<file path="src/rtl/unidad_control_multiciclo.sv">
// Multicycle RISC-V control unit: FSM sequencing fetch/decode/execute/memory/writeback
// with datapath enables, mux selects, ALU operation and a retired-instruction counter.
module unidad_control_multiciclo #(
    parameter int RET_W = 16
) (
    input  logic             CLK,
    input  logic             Reset,
    input  logic [6:0]       opcode,
    input  logic [2:0]       funct3,
    input  logic             funct7b5,
    input  logic             Zero,
    input  logic             mem_ready,
    output logic             PCWrite,
    output logic             IRWrite,
    output logic             AdrSrc,
    output logic             MemWrite,
    output logic             RegWrite,
    output logic [1:0]       ALUSrcA,
    output logic [1:0]       ALUSrcB,
    output logic [1:0]       ResultSrc,
    output logic [2:0]       ALUControl,
    output logic             illegal_instr,
    output logic [RET_W-1:0] retired
);

    typedef enum logic [3:0] {
        S_FETCH    = 4'd0,
        S_DECODE   = 4'd1,
        S_MEMADR   = 4'd2,
        S_MEMREAD  = 4'd3,
        S_MEMWB    = 4'd4,
        S_MEMWRITE = 4'd5,
        S_EXECR    = 4'd6,
        S_EXECI    = 4'd7,
        S_ALUWB    = 4'd8,
        S_BEQ      = 4'd9,
        S_JAL      = 4'd10,
        S_ILLEGAL  = 4'd11
    } state_t;

    localparam logic [6:0] OP_LW   = 7'b0000011;
    localparam logic [6:0] OP_SW   = 7'b0100011;
    localparam logic [6:0] OP_R    = 7'b0110011;
    localparam logic [6:0] OP_I    = 7'b0010011;
    localparam logic [6:0] OP_BEQ  = 7'b1100011;
    localparam logic [6:0] OP_JAL  = 7'b1101111;

    localparam logic [2:0] ALU_ADD = 3'b000;
    localparam logic [2:0] ALU_SUB = 3'b001;
    localparam logic [2:0] ALU_AND = 3'b010;
    localparam logic [2:0] ALU_OR  = 3'b011;
    localparam logic [2:0] ALU_SLT = 3'b101;

    state_t             state_q, state_d;
    logic [RET_W-1:0]   retired_q, retired_d;

    logic               pc_write_s, ir_write_s, adr_src_s, mem_write_s, reg_write_s;
    logic [1:0]         alu_src_a_s, alu_src_b_s, result_src_s;
    logic [2:0]         alu_control_s;
    logic               illegal_s;

    // Unsupported funct3 falls through to add rather than trapping.
    function automatic logic [2:0] alu_decode(input logic [2:0] f3, input logic sub_en);
        logic [2:0] op;
        case (f3)
            3'b000:  op = sub_en ? ALU_SUB : ALU_ADD;
            3'b111:  op = ALU_AND;
            3'b110:  op = ALU_OR;
            3'b010:  op = ALU_SLT;
            default: op = ALU_ADD;
        endcase
        return op;
    endfunction

    // State and retired-counter registers with synchronous reset.
    always_ff @(posedge CLK) begin
        if (Reset) begin
            state_q   <= S_FETCH;
            retired_q <= {RET_W{1'b0}};
        end else begin
            state_q   <= state_d;
            retired_q <= retired_d;
        end
    end

    // Next-state logic.
    always_comb begin
        state_d = state_q;
        case (state_q)
            S_FETCH:    state_d = mem_ready ? S_DECODE : S_FETCH;
            S_DECODE: begin
                case (opcode)
                    OP_LW, OP_SW: state_d = S_MEMADR;
                    OP_R:         state_d = S_EXECR;
                    OP_I:         state_d = S_EXECI;
                    OP_BEQ:       state_d = S_BEQ;
                    OP_JAL:       state_d = S_JAL;
                    default:      state_d = S_ILLEGAL;
                endcase
            end
            S_MEMADR:   state_d = (opcode == OP_LW) ? S_MEMREAD : S_MEMWRITE;
            S_MEMREAD:  state_d = mem_ready ? S_MEMWB : S_MEMREAD;
            S_MEMWB:    state_d = S_FETCH;
            S_MEMWRITE: state_d = mem_ready ? S_FETCH : S_MEMWRITE;
            S_EXECR:    state_d = S_ALUWB;
            S_EXECI:    state_d = S_ALUWB;
            S_ALUWB:    state_d = S_FETCH;
            S_BEQ:      state_d = S_FETCH;
            S_JAL:      state_d = S_ALUWB;
            S_ILLEGAL:  state_d = S_FETCH;
            default:    state_d = S_FETCH;
        endcase
    end

    // JAL itself never counts; its retirement happens on the ALUWB it passes through.
    always_comb begin
        retired_d = retired_q;
        case (state_q)
            S_MEMWB, S_ALUWB, S_BEQ: retired_d = retired_q + RET_W'(1);
            S_MEMWRITE: begin
                if (mem_ready) begin
                    retired_d = retired_q + RET_W'(1);
                end else begin
                    retired_d = retired_q;
                end
            end
            default:                 retired_d = retired_q;
        endcase
    end

    // Per-state control outputs; anything not set stays zero.
    always_comb begin
        pc_write_s    = 1'b0;
        ir_write_s    = 1'b0;
        adr_src_s     = 1'b0;
        mem_write_s   = 1'b0;
        reg_write_s   = 1'b0;
        alu_src_a_s   = 2'b00;
        alu_src_b_s   = 2'b00;
        result_src_s  = 2'b00;
        alu_control_s = ALU_ADD;
        illegal_s     = 1'b0;
        case (state_q)
            S_FETCH: begin
                ir_write_s   = mem_ready;
                pc_write_s   = mem_ready;
                alu_src_b_s  = 2'b10;
                result_src_s = 2'b10;
            end
            S_DECODE: begin
                alu_src_a_s = 2'b01;
                alu_src_b_s = 2'b01;
            end
            S_MEMADR: begin
                alu_src_a_s = 2'b10;
                alu_src_b_s = 2'b01;
            end
            S_MEMREAD: begin
                adr_src_s = 1'b1;
            end
            S_MEMWB: begin
                result_src_s = 2'b01;
                reg_write_s  = 1'b1;
            end
            S_MEMWRITE: begin
                adr_src_s   = 1'b1;
                mem_write_s = 1'b1;
            end
            S_EXECR: begin
                alu_src_a_s   = 2'b10;
                alu_control_s = alu_decode(funct3, funct7b5);
            end
            S_EXECI: begin
                alu_src_a_s   = 2'b10;
                alu_src_b_s   = 2'b01;
                alu_control_s = alu_decode(funct3, 1'b0);
            end
            S_ALUWB: begin
                reg_write_s = 1'b1;
            end
            S_BEQ: begin
                alu_src_a_s   = 2'b10;
                alu_control_s = ALU_SUB;
                pc_write_s    = Zero;
            end
            S_JAL: begin
                alu_src_a_s = 2'b01;
                alu_src_b_s = 2'b10;
                pc_write_s  = 1'b1;
            end
            S_ILLEGAL: begin
                illegal_s = 1'b1;
            end
            default: begin
                illegal_s = 1'b0;
            end
        endcase
    end

    // Reset blanks every control output in the same cycle it is asserted.
    always_comb begin
        if (Reset) begin
            PCWrite       = 1'b0;
            IRWrite       = 1'b0;
            AdrSrc        = 1'b0;
            MemWrite      = 1'b0;
            RegWrite      = 1'b0;
            ALUSrcA       = 2'b00;
            ALUSrcB       = 2'b00;
            ResultSrc     = 2'b00;
            ALUControl    = 3'b000;
            illegal_instr = 1'b0;
        end else begin
            PCWrite       = pc_write_s;
            IRWrite       = ir_write_s;
            AdrSrc        = adr_src_s;
            MemWrite      = mem_write_s;
            RegWrite      = reg_write_s;
            ALUSrcA       = alu_src_a_s;
            ALUSrcB       = alu_src_b_s;
            ResultSrc     = result_src_s;
            ALUControl    = alu_control_s;
            illegal_instr = illegal_s;
        end
    end

    assign retired = retired_q;

endmodule

</file>
<file path="config.mk">
export PLATFORM = sky130hd
export DESIGN_NAME = unidad_control_multiciclo
export DESIGN_NICKNAME = d
export VERILOG_FILES = /design/src/rtl/unidad_control_multiciclo.sv
export SDC_FILE = /design/constraint.sdc
export NUM_CORES = 1
export LEC_CHECK = 0
export CAP_MARGIN = 5
export CORE_MARGIN = 5
export CORE_UTILIZATION = 49
export DETAILED_ROUTE_END_ITERATION = 10
export PLACE_DENSITY = 0.91
export SLEW_MARGIN = 20
export SYNTH_ARGS = -nofsm -noshare
export SYNTH_HDL_FRONTEND = slang
export SYNTH_SLANG_ARGS = --single-unit
</file>
<file path="constraint.sdc">
create_clock -name CLK -period 3.8 [get_ports CLK]
set_input_delay 0.76 -clock CLK [delete_from_list [all_inputs] [get_ports CLK]]
set_output_delay 0.76 -clock CLK [all_outputs]
set_load 0.005 [all_outputs]
</file>
==> flow_summary.rst, run 1 <==
.. list-table::
   :header-rows: 1

   * - Metric
     - Value
   * - Worst Setup Slack, final
     - 529 ps
   * - Share of final-layout standard cells stronger than drive strength 1
     - 5.86%
   * - Family of cells with the greatest summed delay on the critical path
     - buffers and inverters
   * - CTS tree
     - built
   * - Min-delay worst type
     - register to register
   * - Sum of internal, switching and leakage power
     - 0.766 mW
   * - Crit end category
     - primary output
   * - Starting density of the core
     - 50.3%
   * - RSZ-0062 raised after global routing
     - false
   * - Main combinational cell family by area after synthesis
     - simple AND/OR/NAND/NOR gates
   * - Number of flip-flops and latches in the synthesized netlist
     - 20
   * - Routability congestion estimate
     - 0.817
   * - Crit path cell chain
     - clkdlybuf4s50_1 > nor2_1 > a21oi_1 > or4b_1 > a21oi_1 > clkdlybuf4s50_1
   * - Arrival time at the worst endpoint
     - 2510 ps
   * - Number of maximum-capacitance constraint violations
     - 0
   * - Synth Warn #
     - 0
   * - Diode count
     - 0
   * - Static leakage
     - 0.579 nW
   * - Sum of negative setup slack
     - 0 ps
   * - Clock tree root driver cell
     - sky130_fd_sc_hd__clkbuf_4
   * - Area fraction in compound gates after synthesis
     - 22.7%
   * - Post-placement cell count
     - 249
   * - Sink Count
     - 20
   * - Startpoint-to-endpoint class of the critical path
     - input pin to primary output
   * - Required time of the worst setup path
     - 3040 ps
   * - Clock latency on the worst-skew pair
     - 310 ps
   * - Actual transition at the worst max-transition pin
     - 560 ps
   * - Avg Synthesized Cell Area
     - 7.43 um2
   * - Total setup buffers inserted after CTS
     - 0
   * - Slew margin rel.
     - 62.6%
   * - Cells resized by post-CTS repair
     - 0
   * - Initial antenna violation count
     - 0
   * - Detailed Routing Iterations Pass 1
     - 4
   * - Area of the core region
     - 2730 um2
   * - Boundary pin count
     - 46
   * - Simple-gate share of the synthesized area
     - 39.1%
   * - First-pass GRT wire length
     - 5970 um
   * - DRT antenna net count
     - 0
   * - Post-synthesis instance area
     - 1380 um2
   * - Number of flops mapped to enable cells by yosys
     - 0
   * - Drt drc
     - 0
   * - Standard cell with the maximum stage delay on the critical path
     - sky130_fd_sc_hd__clkdlybuf4s50_1
   * - Post-Route Utilization
     - 68.2%
   * - Proportion of synthesized chip area in sequential cells
     - 29.1%
   * - Cell Rows
     - 19
   * - Maximum number of pins on one net before global-route repair
     - 33
   * - Hold Fails Final Rpt
     - 0
   * - Mux cell area share after synthesis
     - 1.55%
   * - Period Utilization, post-route
     - 86.1%
   * - H-Tree Depth
     - 1
   * - Clock buffers created by TritonCTS
     - 3
   * - Overall global routing resource usage
     - 17.6%
   * - Total congestion overflow
     - 0
   * - Minimum clock period
     - 3270 ps
   * - Timing-limited maximum frequency
     - 306 MHz
   * - Worst-case reg-to-reg path depth
     - 5
   * - Vert. Die Dim
     - 63.0 um
   * - Distinct cell type count of the synthesized netlist
     - 42
   * - Port buffer count
     - 45
   * - Arithmetic-cell share of the synthesized area counting full adders, half adders and majority gates
     - 0.910%
   * - Syn Nets
     - 201
   * - Worst slack at placement
     - 536 ps
   * - Largest driver fanout on the critical path
     - 3
   * - Count of hold-fix buffers inserted at cts
     - 0
   * - Average vias per placed instance
     - 6.01
   * - Hpwl dp
     - 2550 um
   * - Number of stages on the worst setup path
     - 6
   * - Peak per-stage delay on the critical path
     - 520 ps
   * - Final setup violation count
     - 0
   * - Xor-xnor portion of the synthesized cell area
     - 1.27%
   * - Combined buffer and inverter count along the critical path
     - 2
   * - Die width
     - 63.0 um
   * - Vias after detailed routing
     - 1521
   * - Crit start category
     - input pin
   * - Via count of the first global-routing pass
     - 1337
   * - Max Transition Viols Final
     - 0
   * - Count of routing violations after the opening detailed-route iteration
     - 41
   * - Post-route non-filler standard cell count
     - 253
   * - WL per Instance
     - 13.5 um
   * - Max rail drop VDD
     - 0.352 mV
   * - Clock transition at path regs
     - 110 ps
   * - Worst-case clock buffer depth
     - 2
   * - Predominant post-synthesis flop cell
     - sky130_fd_sc_hd__dfxtp_1
   * - Final net count
     - 239
   * - Number of cells produced by synthesis
     - 185
   * - Syn-to-layout area delta
     - 35.7%
   * - Power per cell area
     - 411 nW/um2
   * - Proportion of register bits with asynchronous set or reset after synthesis
     - 0%
   * - Worst hold path cell count
     - 2
   * - Aggregate routed wire length
     - 3420 um
   * - Setup Skew
     - 4.00 ps
   * - Die area
     - 3970 um2
   * - Status
     - completed
where the power goes:
group          switching [mW]  internal [mW]
Sequential             0.0618          0.229
Combinational           0.172          0.177
Clock                  0.0676         0.0586
Total                   0.301          0.465
synth_stat cells, drive strengths merged (2+ instances only):
| library cell | count | area share, % |
|---|---|---|
| buf | 5 | 1.7 |
| o31ai | 12 | 6.6 |
| and3 | 3 | 1.4 |
| nand3 | 7 | 2.5 |
| o21ai | 4 | 1.5 |
| or3 | 6 | 2.7 |
| clkbuf | 11 | 3.0 |
| nand4 | 5 | 2.3 |
| nand3b | 3 | 1.6 |
| nor2b | 4 | 1.8 |
| o21bai | 3 | 1.6 |
| nand2b | 7 | 3.2 |
| dfxtp | 20 | 29 |
| nand2 | 11 | 3.0 |
| a21oi | 29 | 11 |
| or2 | 2 | 0.91 |
| nor3 | 7 | 2.5 |
| nor2 | 10 | 2.7 |
| inv | 2 | 0.55 |
| and4 | 2 | 1.3 |
| and2b | 2 | 1.1 |
| or4 | 13 | 7.1 |
worst register-to-register path, stage by stage (launching register included):
cell                       delay [ps]
sky130_fd_sc_hd__dfxtp_1          440
sky130_fd_sc_hd__buf_4            240
sky130_fd_sc_hd__nand4b_1         430
sky130_fd_sc_hd__or3_1            540
sky130_fd_sc_hd__or4_1            490
sky130_fd_sc_hd__a21oi_1          150
metal layers:
metal / up-vias / routed length, um / track usage [%] / part of all wire [%]
li1: 767 / - / - / -
met1: 708 / 1590 / 23.3 / 47
met2: 39 / 1580 / 27.9 / 46
met3: 7 / 193 / 4.86 / 5.6
met4: 0 / 51 / 4.77 / 1.5
met5: - / 0 / 0 / 0
worst paths after layout:
| kind | startpoint | endpoint | slack [ps] |
|---|---|---|---|
| worst max-delay path | funct3[2] | ALUControl[0] | 530 |
| worst min-delay path | retired[15] | retired[15] | 500 |
| worst max register to register | state_q[1] | retired[10] | 1470 |
| worst min register to register | retired[15] | retired[15] | 500 |
layout by cell type (no fill, tap or decap), types with 2 or more instances in the layout:
| master | synthesis | routed |
|---|---|---|
| sky130_fd_sc_hd__a21oi_1 | 28 | 28 |
| sky130_fd_sc_hd__and2b_1 | 2 | 2 |
| sky130_fd_sc_hd__and3_1 | 3 | 3 |
| sky130_fd_sc_hd__and4_1 | 2 | 2 |
| sky130_fd_sc_hd__buf_4 | 0 | 4 |
| sky130_fd_sc_hd__clkbuf_4 | 0 | 3 |
| sky130_fd_sc_hd__clkdlybuf4s50_1 | 0 | 45 |
| sky130_fd_sc_hd__dfxtp_1 | 20 | 20 |
| sky130_fd_sc_hd__inv_1 | 2 | 2 |
| sky130_fd_sc_hd__nand2_1 | 11 | 11 |
| sky130_fd_sc_hd__nand2b_1 | 7 | 7 |
| sky130_fd_sc_hd__nand3_1 | 7 | 7 |
| sky130_fd_sc_hd__nand3b_1 | 3 | 3 |
| sky130_fd_sc_hd__nand4_1 | 5 | 5 |
| sky130_fd_sc_hd__nor2_1 | 10 | 10 |
| sky130_fd_sc_hd__nor2b_1 | 4 | 4 |
| sky130_fd_sc_hd__nor3_1 | 7 | 7 |
| sky130_fd_sc_hd__o21ai_0 | 4 | 4 |
| sky130_fd_sc_hd__o21bai_1 | 3 | 3 |
| sky130_fd_sc_hd__o31ai_1 | 12 | 12 |
| sky130_fd_sc_hd__or3_1 | 6 | 6 |
| sky130_fd_sc_hd__or4_1 | 13 | 13 |
state kept, by name, summed over array words and instances, names as in the netlist:
signal,flops
retired,16
state_q,4
area by class of cell:
cell class | instances | area (um2)
multi-input combinational | 147 | 902
fill | 244 | 868
timing repair buffer | 49 | 480
sequential | 20 | 400
tap | 31 | 38.8
clock buffer | 4 | 36.3
inverter | 2 | 7.51
per-stage QoR:
step,area (um2),hold WS [ps]
after floorplan,1380,468
after global placement,1830,467
after detailed placement,1830,476
after CTS,1870,491
after global routing,1870,518
final,1870,496
cells by family (layout without fill, tap and decap cells):
logic type	count (synthesis)	in the layout
AND/OR/NAND/NOR	90	90
AO/OA/AOI/OAI	52	52
multiplexers	2	2
buffers and inverters	18	55
adder cells (fa/ha/maj)	1	1
flip-flops	20	20
XOR/XNOR	2	2
Power figures use the tool's default switching activity.
==> run 2, diff against run 1 <==
Settings changed: SKIP_CTS_REPAIR_TIMING from default to 1.
==> results of run 2 <==
Same layout as run 1: the final DEF is identical, and so are final timing and power.
==> run 3, diff against run 2 <==
Settings changed: ABC_AREA from default to 1, CORE_UTILIZATION 49 to 51, CTS_CLUSTER_DIAMETER from default to 100.
==> flow_summary.rst, run 3 <==
.. list-table::
   :header-rows: 1

   * - Metric
     - Value
   * - Status
     - completed
   * - Count of routing violations after the opening detailed-route iteration
     - 146
   * - Hold Fails Final Rpt
     - 0
   * - Diode count
     - 0
   * - Syn Nets
     - 264
   * - Synth Warn #
     - 0
   * - Beginning of the worst hold path
     - retired[15]
   * - Static leakage
     - 0.793 nW
   * - Library cell occupying the most area in the post-synthesis netlist
     - sky130_fd_sc_hd__dfxtp_1
   * - Number of flip-flops and latches in the synthesized netlist
     - 20
   * - Die width
     - 65.2 um
   * - Timing-limited maximum frequency
     - 320 MHz
   * - Startpoint-to-endpoint class of the critical path
     - input pin to primary output
   * - Starting density of the core
     - 52.2%
   * - Arrival time at the worst endpoint
     - 2360 ps
   * - Syn-to-layout area delta
     - 32.7%
   * - Minimum clock period
     - 3120 ps
   * - Largest driver fanout on the critical path
     - 14
   * - Cell Rows
     - 20
   * - Distinct cell type count of the synthesized netlist
     - 31
   * - Commonest non-fill, non-tap cell in the layout
     - sky130_fd_sc_hd__nand2_1
   * - Period Utilization, post-route
     - 82.2%
   * - Detailed Routing Iterations Pass 1
     - 4
   * - Max rail drop VDD
     - 0.178 mV
   * - Post-synthesis instance area
     - 1560 um2
   * - Ranking of synthesized cells by instance count
     - sky130_fd_sc_hd__nand2_1, sky130_fd_sc_hd__nor2_1, sky130_fd_sc_hd__inv_1
   * - First-pass GRT wire length
     - 6920 um
   * - Average vias per placed instance
     - 5.29
   * - Worst setup path start
     - Reset
   * - Top area cells in the synthesized netlist
     - sky130_fd_sc_hd__dfxtp_1, sky130_fd_sc_hd__nand2_1, sky130_fd_sc_hd__nor2_1
   * - Crit start category
     - input pin
   * - Final net count
     - 310
   * - Overall global routing resource usage
     - 20.0%
   * - Setup Skew
     - 10.1 ps
   * - Commonest non-fill, non-tap cells in the layout
     - sky130_fd_sc_hd__nand2_1, sky130_fd_sc_hd__clkdlybuf4s50_1, sky130_fd_sc_hd__nor2_1, sky130_fd_sc_hd__inv_1, sky130_fd_sc_hd__dfxtp_1
   * - Aggregate routed wire length
     - 3930 um
   * - RSZ-0062 raised after global routing
     - false
   * - Post-Route Utilization
     - 69.3%
   * - Boundary pin count
     - 46
   * - Number of flops mapped to enable cells by yosys
     - 0
   * - Most frequently used cell type in the post-synthesis netlist
     - sky130_fd_sc_hd__nand2_1
   * - Die area
     - 4250 um2
   * - Initial antenna violation count
     - 0
   * - Crit end category
     - primary output
   * - Routability congestion estimate
     - 0.897
   * - Min-delay worst type
     - register to register
   * - Final setup violation count
     - 0
   * - Avg Synthesized Cell Area
     - 6.27 um2
   * - Max Transition Viols Final
     - 0
   * - Proportion of register bits with asynchronous set or reset after synthesis
     - 0%
   * - Power per cell area
     - 350 nW/um2
   * - Maximum number of pins on one net before global-route repair
     - 20
   * - Actual transition at the worst max-transition pin
     - 459 ps
   * - Clock tree root driver cell
     - sky130_fd_sc_hd__clkbuf_4
   * - Clock buffers created by TritonCTS
     - 3
   * - Via count of the first global-routing pass
     - 1650
   * - Proportion of netlist area held by the largest area contributor
     - 25.7%
   * - Drt drc
     - 0
   * - Slew margin rel.
     - 69.4%
   * - Flip-flop count of the largest register, all copies and words added
     - 16
   * - Area of the core region
     - 2980 um2
   * - Clock latency on the worst-skew pair
     - 320 ps
   * - Proportion of synthesized chip area in sequential cells
     - 25.7%
   * - Hpwl dp
     - 3090 um
   * - Number of maximum-capacitance constraint violations
     - 0
   * - Total congestion overflow
     - 0
   * - Required time of the worst setup path
     - 3040 ps
   * - Port buffer count
     - 45
   * - Sum of negative setup slack
     - 0 ps
   * - Worst-case clock buffer depth
     - 2
   * - Clock transition at path regs
     - 130 ps
   * - Sum of internal, switching and leakage power
     - 0.721 mW
   * - Share of final-layout standard cells stronger than drive strength 1
     - 14.3%
   * - WL per Instance
     - 12.1 um
   * - DRT antenna net count
     - 0
   * - H-Tree Depth
     - 1
   * - Number of cells produced by synthesis
     - 248
   * - CTS tree
     - built
   * - Sink Count
     - 20
   * - Vias after detailed routing
     - 1723
   * - Vert. Die Dim
     - 65.2 um
   * - Predominant post-synthesis flop cell
     - sky130_fd_sc_hd__dfxtp_1
   * - Origin of the critical flop-to-flop path
     - retired[0]
-- run 3: changes by cell type in the layout (fill, tap and decap cells not counted), sizes merged, moves of 5 or more --
cell / delta
o21ai: +5
o31ai: -11
nor2: +30
nand2: +66
inv: +34
a21oi: -10
or3: -6
or4: -13
nand2b: -7
nand3: +9
-- run 3: path summary, 6_finish.rpt --
| check | endpoint | slack (ps) | cells past startpoint |
|---|---|---|---|
| max | ALUControl[2] | 680 | 5 |
| min | retired[15] | 510 | 2 |
| max reg2reg | retired[8] | 2210 | 7 |
| min reg2reg | retired[15] | 510 | 2 |
-- run 3: power breakdown --
group	internal, mW	switching [mW]
sequential	0.227	0.0214
clock	0.107	0.0749
combinational	0.121	0.171
-- run 3: worst max-delay path: stages --
cell and delay [ps]:
sky130_fd_sc_hd__clkdlybuf4s50_1 410, sky130_fd_sc_hd__inv_1 360, sky130_fd_sc_hd__nand3_1 160, sky130_fd_sc_hd__nor3_1 150, sky130_fd_sc_hd__clkdlybuf4s50_1 520
-- run 3: cell type report --
type,instances,area (um2)
Multi-Input combinational cell,187,976
Fill cell,272,915
Clock inverter,1,30.0
Inverter,36,135
Sequential cell,20,400
Tap cell,33,41.3
Clock buffer,3,22.5
Timing Repair Buffer,46,458
-- run 3: cell families after synthesis --
family	count (synthesis)	synth area share, %
fa+ha+maj	1	0.804
flops	20	25.7
simple gates	151	47.5
buf+inv	41	11.5
compound gates	31	12.2
xor+xnor	4	2.25
-- run 3: metrics by stage --
step | worst slack, ps | hold slack (ps) | area (um2) | instances
CTS | 705 | 518 | 2060 | 326
detailed placement | 692 | 499 | 2010 | 322
global route | 572 | 554 | 2060 | 326
global placement | 723 | 487 | 2010 | 322
finish | 678 | 511 | 2060 | 326
floorplan | 1630 | 484 | 1560 | 248
-- run 3: metal layers --
layer,up-vias,global-route usage (%),part of all wire [%]
met4,0,5.44,1.5
li1,880,-,-
met2,75,38.1,50
met1,762,22.7,41
met5,-,0,0
met3,6,3.42,8.3
